### src/rtl/alu_issue_stage.sv
// alu_issue_stage: decode/issue stage in front of the execute ALU.
// It decodes RV32I OP, OP-IMM, LUI and AUIPC into ALU operands and a
// function select, and holds the result in a valid/ready output register.
// The ALU result of the held instruction is forwarded into the operands
// of the instruction being accepted when the register indices match.
module alu_issue_stage #(
    parameter int DATA_W = 32,
    parameter int OP     = 3,
    parameter int REG_W  = 5
) (
    input  logic              clk,
    input  logic              rst_n,
    input  logic              flush,
    input  logic              in_valid,
    output logic              in_ready,
    input  logic [31:0]       in_instr,
    input  logic [DATA_W-1:0] in_pc,
    input  logic [DATA_W-1:0] in_rs1_data,
    input  logic [DATA_W-1:0] in_rs2_data,
    input  logic [DATA_W-1:0] alu_y,
    output logic              out_valid,
    input  logic              out_ready,
    output logic [DATA_W-1:0] out_a,
    output logic [DATA_W-1:0] out_b,
    output logic [OP-1:0]     out_s,
    output logic              out_ext,
    output logic [REG_W-1:0]  out_rd,
    output logic              out_wb_en,
    output logic              out_illegal,
    output logic [DATA_W-1:0] out_pc
);

    localparam logic [6:0] OPC_OP    = 7'b0110011;
    localparam logic [6:0] OPC_OPIMM = 7'b0010011;
    localparam logic [6:0] OPC_LUI   = 7'b0110111;
    localparam logic [6:0] OPC_AUIPC = 7'b0010111;

    // Output register state
    logic              valid_r;
    logic [DATA_W-1:0] a_r;
    logic [DATA_W-1:0] b_r;
    logic [OP-1:0]     s_r;
    logic              ext_r;
    logic [REG_W-1:0]  rd_r;
    logic              wb_en_r;
    logic              illegal_r;
    logic [DATA_W-1:0] pc_r;

    // Decode results for the incoming instruction
    logic [6:0]        opcode_s;
    logic [2:0]        f3_s;
    logic [REG_W-1:0]  rd_idx_s;
    logic [REG_W-1:0]  rs1_idx_s;
    logic [REG_W-1:0]  rs2_idx_s;
    logic              held_s;
    logic              fwd1_s;
    logic              fwd2_s;
    logic [DATA_W-1:0] rs1_val_s;
    logic [DATA_W-1:0] rs2_val_s;
    logic signed [11:0] imm_i12_s;
    logic signed [31:0] imm_u32_s;
    logic [DATA_W-1:0] imm_i_s;
    logic [DATA_W-1:0] imm_u_s;
    logic [DATA_W-1:0] dec_a_s;
    logic [DATA_W-1:0] dec_b_s;
    logic [2:0]        dec_s_s;
    logic              dec_ext_s;
    logic              dec_illegal_s;
    logic              dec_wb_en_s;
    logic              transfer_s;

    assign in_ready   = !valid_r || out_ready;
    assign transfer_s = in_valid && in_ready;

    // Field extraction, immediates and forwarding operand selection
    always_comb begin
        opcode_s  = in_instr[6:0];
        f3_s      = in_instr[14:12];
        rd_idx_s  = in_instr[11:7];
        rs1_idx_s = in_instr[19:15];
        rs2_idx_s = in_instr[24:20];
        imm_i12_s = in_instr[31:20];
        imm_u32_s = {in_instr[31:12], 12'b0000_0000_0000};
        imm_i_s   = DATA_W'(imm_i12_s);
        imm_u_s   = DATA_W'(imm_u32_s);
        // Only a valid, writing, non-x0 instruction can be a forwarding source
        held_s    = valid_r && wb_en_r && (rd_r != {REG_W{1'b0}});
        fwd1_s    = held_s && (rs1_idx_s == rd_r);
        fwd2_s    = held_s && (rs2_idx_s == rd_r);
        if (fwd1_s) begin
            rs1_val_s = alu_y;
        end else begin
            rs1_val_s = in_rs1_data;
        end
        if (fwd2_s) begin
            rs2_val_s = alu_y;
        end else begin
            rs2_val_s = in_rs2_data;
        end
    end

    // Opcode decode into ALU operands, function select and legality
    always_comb begin
        dec_a_s       = {DATA_W{1'b0}};
        dec_b_s       = {DATA_W{1'b0}};
        dec_s_s       = 3'b000;
        dec_ext_s     = 1'b0;
        dec_illegal_s = 1'b0;
        case (opcode_s)
            OPC_OP: begin
                if ((f3_s == 3'b010) || (f3_s == 3'b011)) begin
                    dec_illegal_s = 1'b1;
                end else begin
                    dec_a_s   = rs1_val_s;
                    dec_b_s   = rs2_val_s;
                    dec_s_s   = f3_s;
                    dec_ext_s = in_instr[30];
                end
            end
            OPC_OPIMM: begin
                if ((f3_s == 3'b010) || (f3_s == 3'b011)) begin
                    dec_illegal_s = 1'b1;
                end else begin
                    dec_a_s   = rs1_val_s;
                    dec_b_s   = imm_i_s;
                    dec_s_s   = f3_s;
                    // instr[30] is an immediate bit except for SRLI/SRAI
                    if (f3_s == 3'b101) begin
                        dec_ext_s = in_instr[30];
                    end else begin
                        dec_ext_s = 1'b0;
                    end
                end
            end
            OPC_LUI: begin
                dec_a_s = {DATA_W{1'b0}};
                dec_b_s = imm_u_s;
            end
            OPC_AUIPC: begin
                dec_a_s = in_pc;
                dec_b_s = imm_u_s;
            end
            // Every opcode above ends in 2'b11, so other low bits land here
            default: begin
                dec_illegal_s = 1'b1;
            end
        endcase
        dec_wb_en_s = !dec_illegal_s && (rd_idx_s != {REG_W{1'b0}});
    end

    // Output register: flush beats transfer, transfer beats drain, else hold
    always_ff @(posedge clk or negedge rst_n) begin
        if (!rst_n) begin
            valid_r   <= 1'b0;
            a_r       <= {DATA_W{1'b0}};
            b_r       <= {DATA_W{1'b0}};
            s_r       <= {OP{1'b0}};
            ext_r     <= 1'b0;
            rd_r      <= {REG_W{1'b0}};
            wb_en_r   <= 1'b0;
            illegal_r <= 1'b0;
            pc_r      <= {DATA_W{1'b0}};
        end else if (flush) begin
            valid_r <= 1'b0;
        end else if (transfer_s) begin
            valid_r   <= 1'b1;
            a_r       <= dec_a_s;
            b_r       <= dec_b_s;
            s_r       <= OP'(dec_s_s);
            ext_r     <= dec_ext_s;
            rd_r      <= rd_idx_s;
            wb_en_r   <= dec_wb_en_s;
            illegal_r <= dec_illegal_s;
            pc_r      <= in_pc;
        end else if (out_ready) begin
            valid_r <= 1'b0;
        end else begin
            valid_r <= valid_r;
        end
    end

    assign out_valid   = valid_r;
    assign out_a       = a_r;
    assign out_b       = b_r;
    assign out_s       = s_r;
    assign out_ext     = ext_r;
    assign out_rd      = rd_r;
    assign out_wb_en   = wb_en_r;
    assign out_illegal = illegal_r;
    assign out_pc      = pc_r;

endmodule

### config.mk
export PLATFORM = sky130hd
export DESIGN_NAME = alu_issue_stage
export DESIGN_NICKNAME = d
export VERILOG_FILES = /design/src/rtl/alu_issue_stage.sv
export SDC_FILE = /design/constraint.sdc
export NUM_CORES = 1
export LEC_CHECK = 0
export ABC_AREA = 1
export CAP_MARGIN = 20
export CORE_UTILIZATION = 41
export CTS_BUF_LIST = sky130_fd_sc_hd__clkbuf_8
export DETAILED_ROUTE_END_ITERATION = 7
export GPL_ROUTABILITY_DRIVEN = 0
export HOLD_SLACK_MARGIN = 0.12
export PLACE_DENSITY = 0.77
export SYNTH_ARGS = -nofsm -noshare
export SYNTH_HDL_FRONTEND = slang
export SYNTH_SLANG_ARGS = --single-unit
### constraint.sdc
create_clock -name clk -period 3.7 [get_ports clk]
set_clock_uncertainty 0.05 [all_clocks]
set_input_delay 0.74 -clock clk [delete_from_list [all_inputs] [get_ports clk]]
set_output_delay 0.74 -clock clk [all_outputs]
set_load 0.005 [all_outputs]
==> results.cfg, run 1 <==
[layout]
multi_input_comb_area_mm2 = 0.00280
syn_to_final_growth_pct = 44.3
layout_common_cells = nand2_1 (293), clkdlybuf4s50_1 (272), inv_1 (191)
nets = 1367
final_common_cell = nand2_1
fillers = 1507
drive_gt1_frac = 0.0390
final_util = 0.616
seqCellArea_mm2 = 0.00270

[power]
power_density_mw_per_mm2 = 306
leakagePower_nw = 4.93
pwr-share-clk = 0.257
power_frac_comb = 0.272
p_total_mw = 2.91
p_sw_frac = 0.292
internal_power_mw = 2.06
power_frac_seq = 0.471
vdd_drop_max_uv = 239
p_sw_uw = 849

[critical_path]
cp_cell_sequence = nor2_1, nand3_1, nand2_1, inv_2, nand3_2, nand2_1, nand3_1, nand2_1, nand2_1, nand2_1
crit_fanout = 38
slowest_delay_ns = 0.72
cp.arrival_ns = 3.05
crit_required_ns = 3.98
crit_slowest_cell = nand3_2
critPathKind = reg2reg
crit_top_cell = nand2_1
worstSetupEndpointType = register
startpoint_type = register

[synth]
syn_area_mm2 = 0.00658
ys_seq_area_frac = 0.410
yosys_register_bits = 108
ys_types = 30
ys_warn_count = 0
syn_inst = 965
syn_avg_cell_area_um2 = 6.82
syn_nets = 1130

[sta]
tns_ns = 0
final-hold-violation-count = 0
rsz0062_at_grt = false
period_needed_ns = 2.77
tightest_slew_ns = 1.06
timing.fmax_mhz = 361
slew_viol_final = 0
hold-worst-slack_ns = 0.305
setup_viol = 0
maxSlewHeadroom = 0.293
min_period_over_period = 0.750

[floorplan]
initial_core_util = 0.427
die_y_um = 129
core_mm2 = 0.0154
ios = 274
die_width_um = 129
num_rows = 45
die-area_mm2 = 0.0166

[run_status]
status = finished clean

[cts]
clockBufferDepth = 2
clk_pin_slew_ns = 0.11
postCtsHoldBufs = 0
cts_tree = yes
cts_sinks = 108
cts_resized = 0
cts-root-buf = clkbuf_8
insertion_delay_ns = 0.38
cts_buffers = 9
ctsHtreeMaxLevel = 3
post-cts-setup-buffers = 0

[grt]
grt_start_max_net_pins = 105
grt_first_pass_wirelength_um = 34700
grt_use_total = 0.276
antenna_found_initial = 1
grt_pass1_vias = 6448
globalRouteOverflowTotal = 0

[drt]
drt-initial-drc-count = 722
antenna_left = 0
wire_per_inst_um = 16.0
vias_per_cell = 4.87
dr.pass1.iters = 6
wirelength_um = 22700
drc = 0
vias = 6908

[min_path]
hold_path_class = in2async

[place]
dpl.hpwl_um = 16900
port-buffer-count = 273

[flow_run]
max_cap_violations = 0
[worst paths after layout]
| path | startpoint | endpoint | slack [ns] | cells after the start |
|---|---|---|---|---|
| worst max register to register | out_rd[2] | out_b[8] | 0.93 | 10 |
| min in group clk | out_b[25] | out_b[25] | 0.44 | 2 |
| max in group asynchronous | rst_n | out_pc[0] | 2.48 | 2 |
| worst max-delay path | out_rd[2] | out_b[8] | 0.93 | 10 |
| worst min-delay path | rst_n | out_a[4] | 0.30 | 1 |
| worst min register to register | out_b[25] | out_b[25] | 0.44 | 2 |
[layer usage]
| layer | vias up | global-route usage | part of all wire |
|---|---|---|---|
| li1 | 3431 | - | - |
| met5 | - | 0 | 0 |
| met2 | 294 | 0.451 | 0.47 |
| met4 | 0 | 0.102 | 0.024 |
| met1 | 3150 | 0.371 | 0.44 |
| met3 | 33 | 0.0428 | 0.072 |
[worst max-delay path, delay by kind of cell (launching register included)]
family / cells / cell delay [ns]
flip-flops: 1 / 0.48
buffers and inverters: 1 / 0.54
AND/OR/NAND/NOR: 9 / 1.62
[logic make-up after synthesis]
group                     after synthesis  synth area share
buffers and inverters                 252             0.166
DFF                                   108             0.410
xor gates and xnor gates                9            0.0120
AOI/OAI and AO/OA                     110            0.0869
and+or+nand+nor                       486             0.325
[registers in the layout, indices dropped and copies added (netlist names)]
signal and count:
out_b 32, out_pc 32, out_wb_en 1, out_a 32, out_valid 1, out_illegal 1, out_rd 5, out_ext 1
out_s 3
[synthesized netlist by cell type]
library cell	n	area, µm²
o21ai_2	1	8.76
o21ai_0	71	355
inv_1	190	713
inv_2	7	26.3
o21a_1	1	7.51
nor3_4	2	32.5
a31oi_1	1	6.26
nor3_2	2	20.0
dfrtp_1	108	2700
clkbuf_8	3	41.3
buf_2	26	130
nor3b_1	1	7.51
nand2_2	1	6.26
nand4_1	32	200
buf_4	8	60.1
o31ai_1	1	7.51
nand3_1	104	521
buf_6	7	78.8
xnor2_1	6	52.6
nor2_1	38	143
nor2_4	4	45.0
nand2_1	293	1100
nand3_2	3	30.0
nor2_2	3	18.8
and2_1	1	6.26
xor2_1	3	26.3
nor3_1	2	10.0
a21oi_1	34	170
a21oi_4	1	16.3
clkbuf_1	11	41.3
[through the flow]
| step | cell area, µm² | setup WS [ns] | instances |
|---|---|---|---|
| 5_1_grt | 9500 | 0.699 | 1418 |
| 3_3_place_gp | 9310 | 0.780 | 1402 |
| 3_5_place_dp | 9310 | 0.746 | 1402 |
| 2_1_floorplan | 6580 | 1.90 | 965 |
| 4_1_cts | 9500 | 0.915 | 1417 |
| 6_report | 9500 | 0.926 | 1418 |
[final cells by class]
class                   instances  area share
well taps                     211      0.0278
multi-input cells             605       0.294
flip-flops and latches        108       0.285
repair buffers                281       0.295
clock inverters                 6     0.00685
diodes                          1    0.000263
clock buffers                   9      0.0130
inverters                     197      0.0780
[power by group through the flow]
stage               combinational (mW)  sequential, mW  clock, mW
global route                     0.864            1.38      0.811
global placement                 0.782            1.39          0
finish                           0.792            1.37      0.746
CTS                              0.796            1.37      0.762
detailed placement               0.793            1.39          0
floorplan                        0.269            1.39          0
Power figures use the tool's default switching activity.
==> run 2, diff against run 1 <==
- CORE_UTILIZATION: 41 -> 40
- PLACE_DENSITY: 0.77 -> 0.79
- clock period: 3.7 -> 2.5 ns (I/O delays scaled with it)
==> results.cfg, run 2 (synthesized netlist as in run 1, its figures left out) <==
[place]
port-buffer-count = 273
placed_area_mm2 = 0.00953
dpl.hpwl_um = 17700

[layout]
final_common_cell = nand2_1
multi_input_comb_area_mm2 = 0.00280
syn_to_final_growth_pct = 47.6
drive_gt1_frac = 0.0539
final_area_mm2 = 0.00972
final_util = 0.607
layout_common_cells = nand2_1 (293), clkdlybuf4s50_1 (272), inv_1 (190)
seqCellArea_mm2 = 0.00270
fillers = 1448
nets = 1385

[drt]
vias = 7046
vias_per_cell = 4.89
antenna_left = 0
drt-initial-drc-count = 440
dr.pass1.iters = 5
drc = 0
wirelength_um = 23100
wire_per_inst_um = 16.0

[sta]
hold-worst-slack_ns = 0.442
period_needed_ns = 2.23
final-hold-violation-count = 0
setup_viol = 0
slew_viol_final = 0
tightest_slew_ns = 0.473
min_period_over_period = 0.893
rsz0062_at_grt = false
maxSlewHeadroom = 0.684
tns_ns = 0
timing.fmax_mhz = 448

[grt]
globalRouteOverflowTotal = 0
grt_use_total = 0.277
grt_start_max_net_pins = 95
grt_pass1_vias = 6589
antenna_found_initial = 1
grt_first_pass_wirelength_um = 35400

[critical_path]
critPathKind = reg2out
startpoint_type = register
crit_required_ns = 1.95
crit_fanout = 3
cp.arrival_ns = 1.68
worstSetupEndpointType = output port

[power]
p_total_mw = 4.26
power_density_mw_per_mm2 = 439
leakagePower_nw = 5.02
vdd_drop_max_uv = 307

[cts]
cts_tree = yes
clockBufferDepth = 2
ctsHtreeMaxLevel = 3
cts_buffers = 9
cts-root-buf = clkbuf_8
cts_sinks = 108
clk_pin_slew_ns = 0.12
insertion_delay_ns = 0.38
post-cts-setup-buffers = 0

[floorplan]
num_rows = 46
die_y_um = 130
core_mm2 = 0.0160
die_width_um = 130
die-area_mm2 = 0.0170
initial_core_util = 0.411
ios = 274

[flow_run]
max_cap_violations = 0

[min_path]
hold_path_class = reg2reg

[run_status]
status = finished clean
-- run 2: critical path, stage by stage (launching register included) --
cell	delay, ns
dfrtp_1	0.49
inv_1	0.06
nor2_1	0.21
inv_1	0.09
clkdlybuf4s50_1	0.45
-- run 2: path summary, 6_finish.rpt --
kind | startpoint | end | slack (ns) | cells past startpoint
setup / recovery | out_valid | in_ready | 0.27 | 4
hold / removal | out_pc[22] | out_pc[22] | 0.44 | 2
setup reg to reg | out_rd[2] | out_b[17] | 0.55 | 10
hold reg to reg | out_pc[22] | out_pc[22] | 0.44 | 2
max in group asynchronous | rst_n | out_a[19] | 1.13 | 3
min in group asynchronous | rst_n | out_pc[7] | 0.54 | 2
-- run 2: layer usage --
layer	global-route usage	vias to the layer above	part of all wire
li1	-	3460	-
met1	0.367	3262	0.43
met2	0.456	296	0.48
met3	0.0476	28	0.078
met4	0.0917	0	0.019
met5	0	-	0
-- run 2: area by class of cell --
type | count | area share
Multi-Input combinational cell | 605 | 0.288
Timing Repair Buffer | 299 | 0.312
Sequential cell | 108 | 0.278
Tap cell | 216 | 0.0278
Clock buffer | 9 | 0.0127
Inverter | 197 | 0.0762
Clock inverter | 7 | 0.00528
Antenna cell | 1 | 0.000258
-- run 2: where the power goes --
part           switching [mW]  internal, mW  total, mW
clock                   0.657         0.369       1.03
combinational           0.519         0.695       1.21
sequential              0.108          1.92       2.02
-- run 2: repair_timing --
item,4_1_cts,5_1_grt
resized for setup,0,0
hold endpoints to repair,31,0
hold buffers,1,0
-- run 2: metrics by stage --
step	setup slack [ns]	std cells
finish	0.268	1442
global route	0.199	1441
CTS	0.250	1441
detailed placement	0.0511	1424
global placement	0.0982	1424
floorplan	0.942	965
==> run 3, diff against run 2 <==
- SETUP_SLACK_MARGIN: unset -> 0.15
- SLEW_MARGIN: unset -> 20
==> results of run 3 <==
The final DEF is identical to that of run 2; final timing and power are the same.
==> edit: new RTL, config.mk and constraints of run 3 <==
Change the parameter `DATA_W` from 32 to 16.
--- a/src/rtl/alu_issue_stage.sv
+++ b/src/rtl/alu_issue_stage.sv
@@ -4,7 +4,7 @@
 // The ALU result of the held instruction is forwarded into the operands
 // of the instruction being accepted when the register indices match.
 module alu_issue_stage #(
-    parameter int DATA_W = 32,
+    parameter int DATA_W = 16,
     parameter int OP     = 3,
     parameter int REG_W  = 5
 ) (
Ports: changed (7 resized); port bits go from 274 to 162. The function was not compared with the original's and may differ.
==> edit against run 3 <==
  * Wire length down 51%
  * Global-route usage down 2.4 points
  * Cell area down 45%
  * Combinational power down 48%
  * Power down 41%
  * Area after synthesis down 46%
  * Setup slack better by 0.12 ns
  * Core utilization up 3.5 points
  * Sequential cell count down 48
  * Clock power down 26%
  * Largest power group unchanged
  * Highest routed layer unchanged
==> edit: results (changes against run 3) <==
- Leak: 2.68 nW (was 5.02 nW)
- Clk pin slew, worst setup/hold paths: 0.07 ns (was 0.12 ns)
- Slowest cell on the critical path: clkdlybuf4s50_1 (was dfrtp_1)
- FILL cells: 753 (was 1448)
- Sequential share of the synthesized area: 0.424 (was 0.410)
- Post-route antenna net violation count: 0 (unchanged)
- Antenna violations before repair: 0 (was 1)
- Met2 Wirelength: 5.45 mm (was 11.0 mm)
- Depth of the CTS H-tree: 3 (unchanged)
- Met1 Use GR: 0.321 (was 0.367)
- Ranking of synthesized cells by area: dfrtp_1, nand2_1, inv_1 (unchanged)
- Total Routing Usage GR: 0.252 (was 0.277)
- WL met1: 4.70 mm (was 9.86 mm)
- Synth cell types: 25 (was 30)
- Outcome: finished, final reports clean (unchanged)
- Met3 WL: 905 um (was 1.81 mm)
- Nets@finish: 766 (was 1385)
- DP HPWL: 8.49 mm (was 17.7 mm)
- First-pass GRT wire length: 17.7 mm (was 35.4 mm)
- Synth top cells by count: nand2_1, inv_1, dfrtp_1, nand3_1, o21ai_0 (unchanged)
- Final wirelength: 11.3 mm (was 23.1 mm)
- Ratio of cells with drive above 1 in the final layout: 0.0612 (was 0.0539)
- Ant diodes: 0 (was 1)
- Initial drt markers: 170 (was 440)
- Worst path arrival time: 1.57 ns (was 1.68 ns)
- HP Class: in2async (was reg2reg)
- Placed cell area: 5210 um2 (was 9530 um2)
- Worst VDD drop: 0.276 mV (was 0.307 mV)
- IO Port Bufs: 161 (was 273)
- Async set-or-reset flop fraction in the synthesized netlist: 1.00 (unchanged)
- Vias: 3884 (was 7046)
## edit: cell types whose count changed in the layout (fill, tap and decap cells not counted), moves of 7 or more
cell / delta
a21oi_1: -10
buf_12: -8
buf_4: -7
clkdlybuf4s50_1: -112
dfrtp_1: -48
inv_1: -101
nand2_1: -145
nand3_1: -60
nand4_1: -12
nor2_1: -12
o21ai_0: -32
o21ai_1: +7
## edit: report_power, final
part	total, mW	internal [mW]	switching (mW)
sequential	1.11	1.05	0.0584
clock	0.767	0.376	0.391
combinational	0.632	0.361	0.271
## edit: cell type report
class / count / share of cell area
sequential: 60 / 0.279
clock inverter: 6 / 0.00605
timing repair buffer: 172 / 0.314
clock buffer: 10 / 0.0256
multi-input combinational: 331 / 0.288
inverter: 91 / 0.0635
tap: 105 / 0.0244
## edit: cells by family after synthesis
| logic type | Yosys count | synth area share |
|---|---|---|
| buf+inv | 111 | 0.138 |
| xor+xnor | 9 | 0.0223 |
| simple gates | 251 | 0.314 |
| flops | 60 | 0.424 |
| compound gates | 71 | 0.102 |
## edit: worst paths after layout
| kind | endpoint | slack, ns | from |
|---|---|---|---|
| setup / recovery | in_ready | 0.38 | out_ready |
| hold / removal | out_pc[12] | 0.29 | rst_n |
| min in group clk | out_pc[10] | 0.43 | out_pc[10] |
| max in group asynchronous | out_b[4] | 1.58 | rst_n |
| setup reg to reg | out_a[13] | 0.43 | out_rd[4] |
| hold reg to reg | out_pc[10] | 0.43 | out_pc[10] |
## edit: per-stage QoR
step	hold WS [ns]	util	cells	power, mW	setup slack [ns]
3_5_place_dp	0.416	0.622	759	1.76	0.147
2_1_floorplan	0.154	-	502	1.36	0.955
3_3_place_gp	0.414	0.622	759	1.74	0.173
5_1_grt	0.338	0.642	775	2.64	0.263
6_report	0.288	0.642	775	2.51	0.384
4_1_cts	0.312	0.642	775	2.53	0.377
